### config.mk
export PLATFORM = sky130hd
export DESIGN_NAME = exc_ctrl_flat
export DESIGN_NICKNAME = d
export VERILOG_FILES = /design/src/rtl/exc_ctrl_pkg.sv /design/src/rtl/exc_ctrl_if.sv /design/src/rtl/exc_ctrl_cp0_regs.sv /design/src/rtl/exc_ctrl.sv /design/src/flat_wrapper.sv
export SDC_FILE = /design/constraint.sdc
export NUM_CORES = 1
export LEC_CHECK = 0
export ABC_AREA = 0
export CORE_ASPECT_RATIO = 1.2
export CORE_MARGIN = 2
export CORE_UTILIZATION = 47
export DETAILED_ROUTE_END_ITERATION = 10
export GPL_ROUTABILITY_DRIVEN = 0
export PLACE_DENSITY_LB_ADDON = 0.3
export SYNTH_ARGS = -nofsm -noshare
export SYNTH_HDL_FRONTEND = slang
export SYNTH_HIERARCHICAL = 1
export SYNTH_SLANG_ARGS = --single-unit
### constraint.sdc
create_clock -name clk -period 3.14 [get_ports clk]
set_input_delay 0.471 -clock clk [delete_from_list [all_inputs] [get_ports clk]]
set_output_delay 0.471 -clock clk [all_outputs]
set_load 0.05 [all_outputs]
### src/rtl/exc_ctrl_pkg.sv
// Shared constants for the exception control stage: CP0 register indices,
// exception codes, the default vector and FSM state encodings.
package exc_ctrl_pkg;
  localparam logic [4:0]  CP0_STATUS     = 5'd12;
  localparam logic [4:0]  CP0_CAUSE      = 5'd13;
  localparam logic [4:0]  CP0_EPC        = 5'd14;
  localparam logic [4:0]  EXC_CODE_OV    = 5'd12;
  localparam logic [4:0]  EXC_CODE_RI    = 5'd10;
  localparam logic [31:0] DEF_EXC_VECTOR = 32'h8000_0180;

  typedef enum logic [1:0] {
    ST_IDLE   = 2'd0,
    ST_FLUSH  = 2'd1,
    ST_VECTOR = 2'd2,
    ST_RETURN = 2'd3
  } exc_state_e;
endpackage

### src/rtl/exc_ctrl_if.sv
// Bus between main control / datapath (master) and the exception stage (slave).
interface exc_ctrl_if;
  logic        ExStrobe;
  logic        Err;
  logic        IllegalInst;
  logic [31:0] PC;
  logic        Mtc0;
  logic        Mfc0;
  logic        Eret;
  logic [4:0]  Rd;
  logic [31:0] WriteData;
  logic [31:0] ReadData;
  logic        Busy;
  logic        SquashWB;
  logic        PcLoad;
  logic [31:0] PcTarget;

  modport master (
    output ExStrobe, Err, IllegalInst, PC, Mtc0, Mfc0, Eret, Rd, WriteData,
    input  ReadData, Busy, SquashWB, PcLoad, PcTarget
  );
  modport slave (
    input  ExStrobe, Err, IllegalInst, PC, Mtc0, Mfc0, Eret, Rd, WriteData,
    output ReadData, Busy, SquashWB, PcLoad, PcTarget
  );
endinterface

### src/rtl/exc_ctrl_cp0_regs.sv
// Minimal CP0: Status.EXL, Cause.ExcCode and EPC with masked mtc0 writes
// and a combinational read mux.
module cp0_regs
  import exc_ctrl_pkg::*;
(
  input  logic        clk,
  input  logic        reset,
  input  logic        exc_take,
  input  logic [4:0]  exc_code,
  input  logic [31:0] pc,
  input  logic        exl_clr,
  input  logic        wr_en,
  input  logic [4:0]  rd,
  input  logic [31:0] wdata,
  output logic [31:0] rdata,
  output logic        exl,
  output logic [31:0] epc
);
  logic [4:0] code;

  always_ff @(posedge clk) begin
    if (reset) begin
      exl  <= 1'b0;
      code <= '0;
      epc  <= '0;
    end else if (exc_take) begin
      code <= exc_code;
      exl  <= 1'b1;
      // nested exception keeps the return address of the outer one
      if (!exl) epc <= pc;
    end else if (exl_clr) begin
      exl <= 1'b0;
    end else if (wr_en) begin
      case (rd)
        CP0_STATUS: exl  <= wdata[0];
        CP0_CAUSE:  code <= wdata[6:2];
        CP0_EPC:    epc  <= wdata;
        default: ;
      endcase
    end
  end

  always_comb begin
    rdata = '0;
    case (rd)
      CP0_STATUS: rdata = {31'b0, exl};
      CP0_CAUSE:  rdata = {25'b0, code, 2'b00};
      CP0_EPC:    rdata = epc;
      default:    rdata = '0;
    endcase
  end
endmodule

### src/rtl/exc_ctrl.sv
// Exception control stage: prioritises exception/eret/mtc0 in IDLE and runs
// the FLUSH->VECTOR / RETURN sequence with registered control outputs.
module exc_ctrl
  import exc_ctrl_pkg::*;
#(
  parameter logic [31:0] EXC_VECTOR = DEF_EXC_VECTOR,
  parameter logic [4:0]  EXC_OV     = EXC_CODE_OV,
  parameter logic [4:0]  EXC_RI     = EXC_CODE_RI
) (
  input logic       clk,
  input logic       reset,
  exc_ctrl_if.slave bus
);
  exc_state_e  state;
  logic        busy, squash, pc_load;
  logic [31:0] pc_target, epc;
  logic        idle, exc_req, exc_take, eret_take, wr_en;
  logic [4:0]  exc_code;

  assign idle      = (state == ST_IDLE);
  assign exc_req   = bus.ExStrobe & (bus.Err | bus.IllegalInst);
  assign exc_take  = idle & exc_req;
  assign eret_take = idle & bus.ExStrobe & bus.Eret & ~exc_req;
  // any mtc0 colliding with an exception or eret is dropped
  assign wr_en     = idle & bus.Mtc0 & ~exc_req & ~eret_take;
  assign exc_code  = bus.IllegalInst ? EXC_RI : EXC_OV;

  cp0_regs u_cp0 (
    .clk      (clk),
    .reset    (reset),
    .exc_take (exc_take),
    .exc_code (exc_code),
    .pc       (bus.PC),
    .exl_clr  (state == ST_RETURN),
    .wr_en    (wr_en),
    .rd       (bus.Rd),
    .wdata    (bus.WriteData),
    .rdata    (bus.ReadData),
    .exl      (),
    .epc      (epc)
  );

  always_ff @(posedge clk) begin
    if (reset) begin
      state     <= ST_IDLE;
      busy      <= 1'b0;
      squash    <= 1'b0;
      pc_load   <= 1'b0;
      pc_target <= EXC_VECTOR;
    end else begin
      busy      <= 1'b0;
      squash    <= 1'b0;
      pc_load   <= 1'b0;
      pc_target <= EXC_VECTOR;
      case (state)
        ST_IDLE: begin
          if (exc_take) begin
            state  <= ST_FLUSH;
            squash <= 1'b1;
            busy   <= 1'b1;
          end else if (eret_take) begin
            state     <= ST_RETURN;
            pc_load   <= 1'b1;
            pc_target <= epc;
            busy      <= 1'b1;
          end
        end
        ST_FLUSH: begin
          state   <= ST_VECTOR;
          pc_load <= 1'b1;
          busy    <= 1'b1;
        end
        ST_VECTOR: state <= ST_IDLE;
        ST_RETURN: state <= ST_IDLE;
        default:   state <= ST_IDLE;
      endcase
    end
  end

  assign bus.Busy     = busy;
  assign bus.SquashWB = squash;
  assign bus.PcLoad   = pc_load;
  assign bus.PcTarget = pc_target;
endmodule

### src/flat_wrapper.sv
// flat-port wrapper written by rule: the top's interface ports become plain ports
module exc_ctrl_flat import exc_ctrl_pkg::*;
#(
  parameter logic [31:0] EXC_VECTOR = DEF_EXC_VECTOR,
  parameter logic [4:0]  EXC_OV     = EXC_CODE_OV,
  parameter logic [4:0]  EXC_RI     = EXC_CODE_RI
)
  (clk, reset, bus_ExStrobe, bus_Err, bus_IllegalInst, bus_PC, bus_Mtc0, bus_Mfc0, bus_Eret, bus_Rd, bus_WriteData, bus_ReadData, bus_Busy, bus_SquashWB, bus_PcLoad, bus_PcTarget);
  exc_ctrl_if bus_i ();
  input logic clk;
  input logic reset;
  input wire logic [$bits(bus_i.ExStrobe)-1:0] bus_ExStrobe;
  input wire logic [$bits(bus_i.Err)-1:0] bus_Err;
  input wire logic [$bits(bus_i.IllegalInst)-1:0] bus_IllegalInst;
  input wire logic [$bits(bus_i.PC)-1:0] bus_PC;
  input wire logic [$bits(bus_i.Mtc0)-1:0] bus_Mtc0;
  input wire logic [$bits(bus_i.Mfc0)-1:0] bus_Mfc0;
  input wire logic [$bits(bus_i.Eret)-1:0] bus_Eret;
  input wire logic [$bits(bus_i.Rd)-1:0] bus_Rd;
  input wire logic [$bits(bus_i.WriteData)-1:0] bus_WriteData;
  output wire logic [$bits(bus_i.ReadData)-1:0] bus_ReadData;
  output wire logic [$bits(bus_i.Busy)-1:0] bus_Busy;
  output wire logic [$bits(bus_i.SquashWB)-1:0] bus_SquashWB;
  output wire logic [$bits(bus_i.PcLoad)-1:0] bus_PcLoad;
  output wire logic [$bits(bus_i.PcTarget)-1:0] bus_PcTarget;
  assign bus_i.ExStrobe = bus_ExStrobe;
  assign bus_i.Err = bus_Err;
  assign bus_i.IllegalInst = bus_IllegalInst;
  assign bus_i.PC = bus_PC;
  assign bus_i.Mtc0 = bus_Mtc0;
  assign bus_i.Mfc0 = bus_Mfc0;
  assign bus_i.Eret = bus_Eret;
  assign bus_i.Rd = bus_Rd;
  assign bus_i.WriteData = bus_WriteData;
  assign bus_ReadData = bus_i.ReadData;
  assign bus_Busy = bus_i.Busy;
  assign bus_SquashWB = bus_i.SquashWB;
  assign bus_PcLoad = bus_i.PcLoad;
  assign bus_PcTarget = bus_i.PcTarget;
  exc_ctrl #(.EXC_VECTOR(EXC_VECTOR), .EXC_OV(EXC_OV), .EXC_RI(EXC_RI)) u_core (.clk(clk), .reset(reset), .bus(bus_i));
endmodule
==> results of run 1 <==
-- worst register-to-register path: cells and delay by family, from the launching register on --
family	cells	cell delay [ns]
flops	1	0.46
simple gates	3	0.45
buf+inv	1	0.45
mux	1	0.40
compound gates	1	0.22
-- cell usage after synthesis --
cell / count
o31ai_1: 1
nor3b_1: 2
and4bb_1: 1
buf_6: 1
nand3b_1: 1
a211oi_1: 3
o21ai_0: 6
a311o_1: 1
buf_4: 4
nand4bb_1: 2
nor2_1: 40
nor2b_1: 34
and2_1: 1
and2_2: 1
a21oi_1: 5
mux2_2: 2
conb_1: 2
mux2i_1: 33
buf_1: 2
or3_1: 4
a22o_1: 5
clkbuf_8: 3
nor3b_2: 1
or2_2: 1
nor3_1: 31
a32oi_2: 1
dfxtp_1: 75
o311a_1: 5
clkbuf_1: 16
a2111oi_0: 1
mux2_1: 30
inv_1: 37
buf_2: 5
and3_1: 27
-- cell usage in the layout, fill, tap and decap left out --
cell | netlist | final
clkinv_2 | 0 | 1
a311o_1 | 1 | 1
nand4bb_1 | 2 | 2
o21ai_0 | 6 | 6
and2_1 | 1 | 1
nor3b_1 | 2 | 2
o311a_1 | 5 | 5
a211oi_1 | 3 | 3
nor2b_1 | 34 | 34
nor3b_2 | 1 | 1
and2_2 | 1 | 1
buf_4 | 4 | 8
nor3_1 | 31 | 30
mux2_2 | 2 | 2
and4bb_1 | 1 | 1
conb_1 | 2 | 3
o31ai_1 | 1 | 1
a22o_1 | 5 | 5
a32oi_4 | 0 | 1
buf_2 | 5 | 1
clkinvlp_4 | 0 | 2
clkinv_4 | 0 | 1
or3_1 | 4 | 4
mux2i_1 | 33 | 33
a21oi_1 | 5 | 5
mux2_1 | 30 | 30
clkdlybuf4s50_1 | 0 | 109
clkbuf_8 | 3 | 10
buf_12 | 0 | 34
or2_2 | 1 | 1
bufinv_16 | 0 | 2
nand3b_1 | 1 | 1
nor3_2 | 0 | 1
and3_1 | 27 | 27
dfxtp_1 | 75 | 75
a2111oi_0 | 1 | 1
inv_1 | 37 | 37
nor2_1 | 40 | 40
-- state kept, by name, indices dropped and copies added, names as in the netlist --
signal	count
u_core/bus.PcTarget	32
u_core/u_cp0/epc	32
u_core/u_cp0/code	5
u_core/state	2
u_core/bus.Busy	1
u_core/bus.PcLoad	1
u_core/bus.SquashWB	1
u_core/u_cp0/exl	1
-- kinds of logic after synthesis --
logic type / Yosys count / share of synthesized area [%]
AOI/OAI and AO/OA: 28 / 6.062
buffers and inverters: 68 / 8.898
DFF: 75 / 42.54
muxes: 65 / 19.57
other: 2 / 0.2128
and+or+nand+nor: 146 / 22.72
-- worst paths after layout --
| check | startpoint | to | slack, ns | depth (start not counted) |
|---|---|---|---|---|
| worst max-delay path | bus_Rd[4] | bus_ReadData[2] | 0.42 | 5 |
| worst min-delay path | u_core/u_cp0/epc[13]$_SDFFE_PP0P_ | u_core/bus.PcTarget[13]$_SDFF_PP0_ | 0.44 | 2 |
| worst max register to register | u_core/state[1]$_SDFFE_PP0P_ | u_core/u_cp0/epc[26]$_SDFFE_PP0P_ | 1.06 | 6 |
| worst min register to register | u_core/u_cp0/epc[13]$_SDFFE_PP0P_ | u_core/bus.PcTarget[13]$_SDFF_PP0_ | 0.44 | 2 |
-- power groups by stage --
stage          Clock [mW]  Sequential, mW  Combinational, mW
6_report            0.830            1.02              0.389
3_5_place_dp            0            1.05              0.388
4_1_cts             0.842            1.02              0.390
3_3_place_gp            0            1.04              0.375
5_1_grt             0.882            1.03              0.421
2_1_floorplan           0            1.05              0.216
-- area by class of cell --
cell class / instances / area share, %
Inverter: 37 / 2.502
Clock inverter: 6 / 1.601
Sequential cell: 75 / 27.05
Multi-Input combinational cell: 242 / 31.24
Tap cell: 90 / 2.029
Timing Repair Buffer: 152 / 33.09
Clock buffer: 10 / 2.480
-- through the flow --
stage                     total power [mW]  hold WS (ns)  cell area [sq um]
after global routing                 2.332        0.4623               5550
after detailed placement             1.433        0.4331               5324
after floorplan                      1.268        0.4202               3533
after CTS                            2.256        0.4370               5550
final                                2.243        0.4395               5550
after global placement               1.417        0.4265               5324
-- per-layer routing --
| metal | vias to the layer above | GRT usage, % |
|---|---|---|
| met1 | 1506 | 26.74 |
| met5 | - | 0 |
| met2 | 113 | 43.55 |
| met4 | 0 | 11.10 |
| met3 | 21 | 5.193 |
| li1 | 1549 | - |
==> qor.txt, run 1 <==
Core Region - 7274 sq um
Avg Inst Size Synth - 9.192 sq um
Vias in the first global route - 3263
WP buf/inv - 2
Drt initial violations - 105
Slew HR - 49.34%
Yosys cell types - 34
NetSw - 0.5743 mW
Clock-pin transition on the worst setup and hold timing paths - 0.09 ns
Initial antenna violation count - 0
H-tree levels - 3
1st-pass router iterations - 4
Multi-input gate area - 1734 sq um
Max layer used - met4
Required time worst endpoint - 2.67 ns
Synthesized area - 3530 sq um
Final instance count without filler cells - 612
Total Routing Usage GR - 24.02%
Num rows - 34
Pwr per Cell Area - 404.1 nW/um^2
Setup Buffers After CTS - 0
Number of diodes - 0
Synth area leaders - dfxtp_1 43%, mux2_1 9.6%, mux2i_1 9.4%, nor2b_1 6.0%, and3_1 4.8%
WL met3 - 491 um
Worst Slack Setup Final - 0.4199 ns
Die width - 83.11 um
Avg WL per Cell - 15.84 um
Crit-path max cell delay - 0.63 ns
M1 WL - 3786 um
Worst-path cell chain - clkdlybuf4s50_1, nand3b_1, nor3b_1, a22o_1, buf_12
Die H - 98.93 um
Port buffer count - 142
Post-DRT Antenna Nets - 0
Synth Instances - 384
Post-detail-place hpwl - 6672 um
Cts bufs inserted - 9
Global-route wire length before repair - 15840 um
Post-synthesis sequential area ratio - 42.54%
DRC - 0
Placed Cells - 596
Area Overhead vs Synth - 57.25%
Largest delay share family, worst path - simple AND/OR/NAND/NOR gates
DIE AREA - 8222 sq um
Fin crit share - 86.63%
Final setup vio count - 0
CTS tree - done
Worst setup EP type - primary output
# clock sinks - 75
Crit path max fanout - 8
Unrepaired setup endpoints after global routing - no
Pint - 1.669 mW
Final min period - 2.720 ns
Largest net degree at the start of global routing - 76
Final WL - 9697 um
Total gr overflow - 0
Comb pwr share - 17.3%
Clk pwr share - 37.0%
Final net count - 594
Status - finished clean
CTS Hold Buffers Added - 0
Via density - 5.211
Filler Cell Count - 533
Layout Utilization - 76.30%
Setup TNS - 0 ns
Initial Util - 48.52%
CTS Root Cell - clkbuf_8
Final Hold Viols - 0
WS Path Type - input pin to primary output
Max Slew Vio Count - 0
VDD IR max - 0.2510 mV
Met2 wire len - 5190 um
Switch share - 25.61%
Cell accounting for the most synthesized area - dfxtp_1
HP Class - flop to flop
Layout cell share with drive strength beyond 1 - 12.64%
Worst Max-Slew Pin Slew - 0.7599 ns
FF/Latch Area - 1501 sq um
Synth warnings - 6
Post-CTS sizing - 0
Post-synth top area share - 42.54%
Skew-Pair Late Insertion Delay - 0.35 ns
Worst path slowest cell - nor3b_1
Synthesized flop and latch total - 75
Crit path DAT - 2.25 ns
Clock Skews - 0.01069 ns
Max Fclk - 367.6 MHz
Via count - 3189
Reg power frac - 45.7%
Leak - 2.274 nW
Critical Path Source Type - input pin
Dpl ws - 0.3394 ns
IO Pins - 144
Maxcap violations - 0
CTS Buffer Depth - 2
No activity file was read; power rests on OpenSTA's default activity.
==> run 2, diff against run 1 <==
SLEW_MARGIN = 0   (was default)
==> results of run 2 <==
Same layout as run 1: the final DEF is identical, and so are final timing and power.
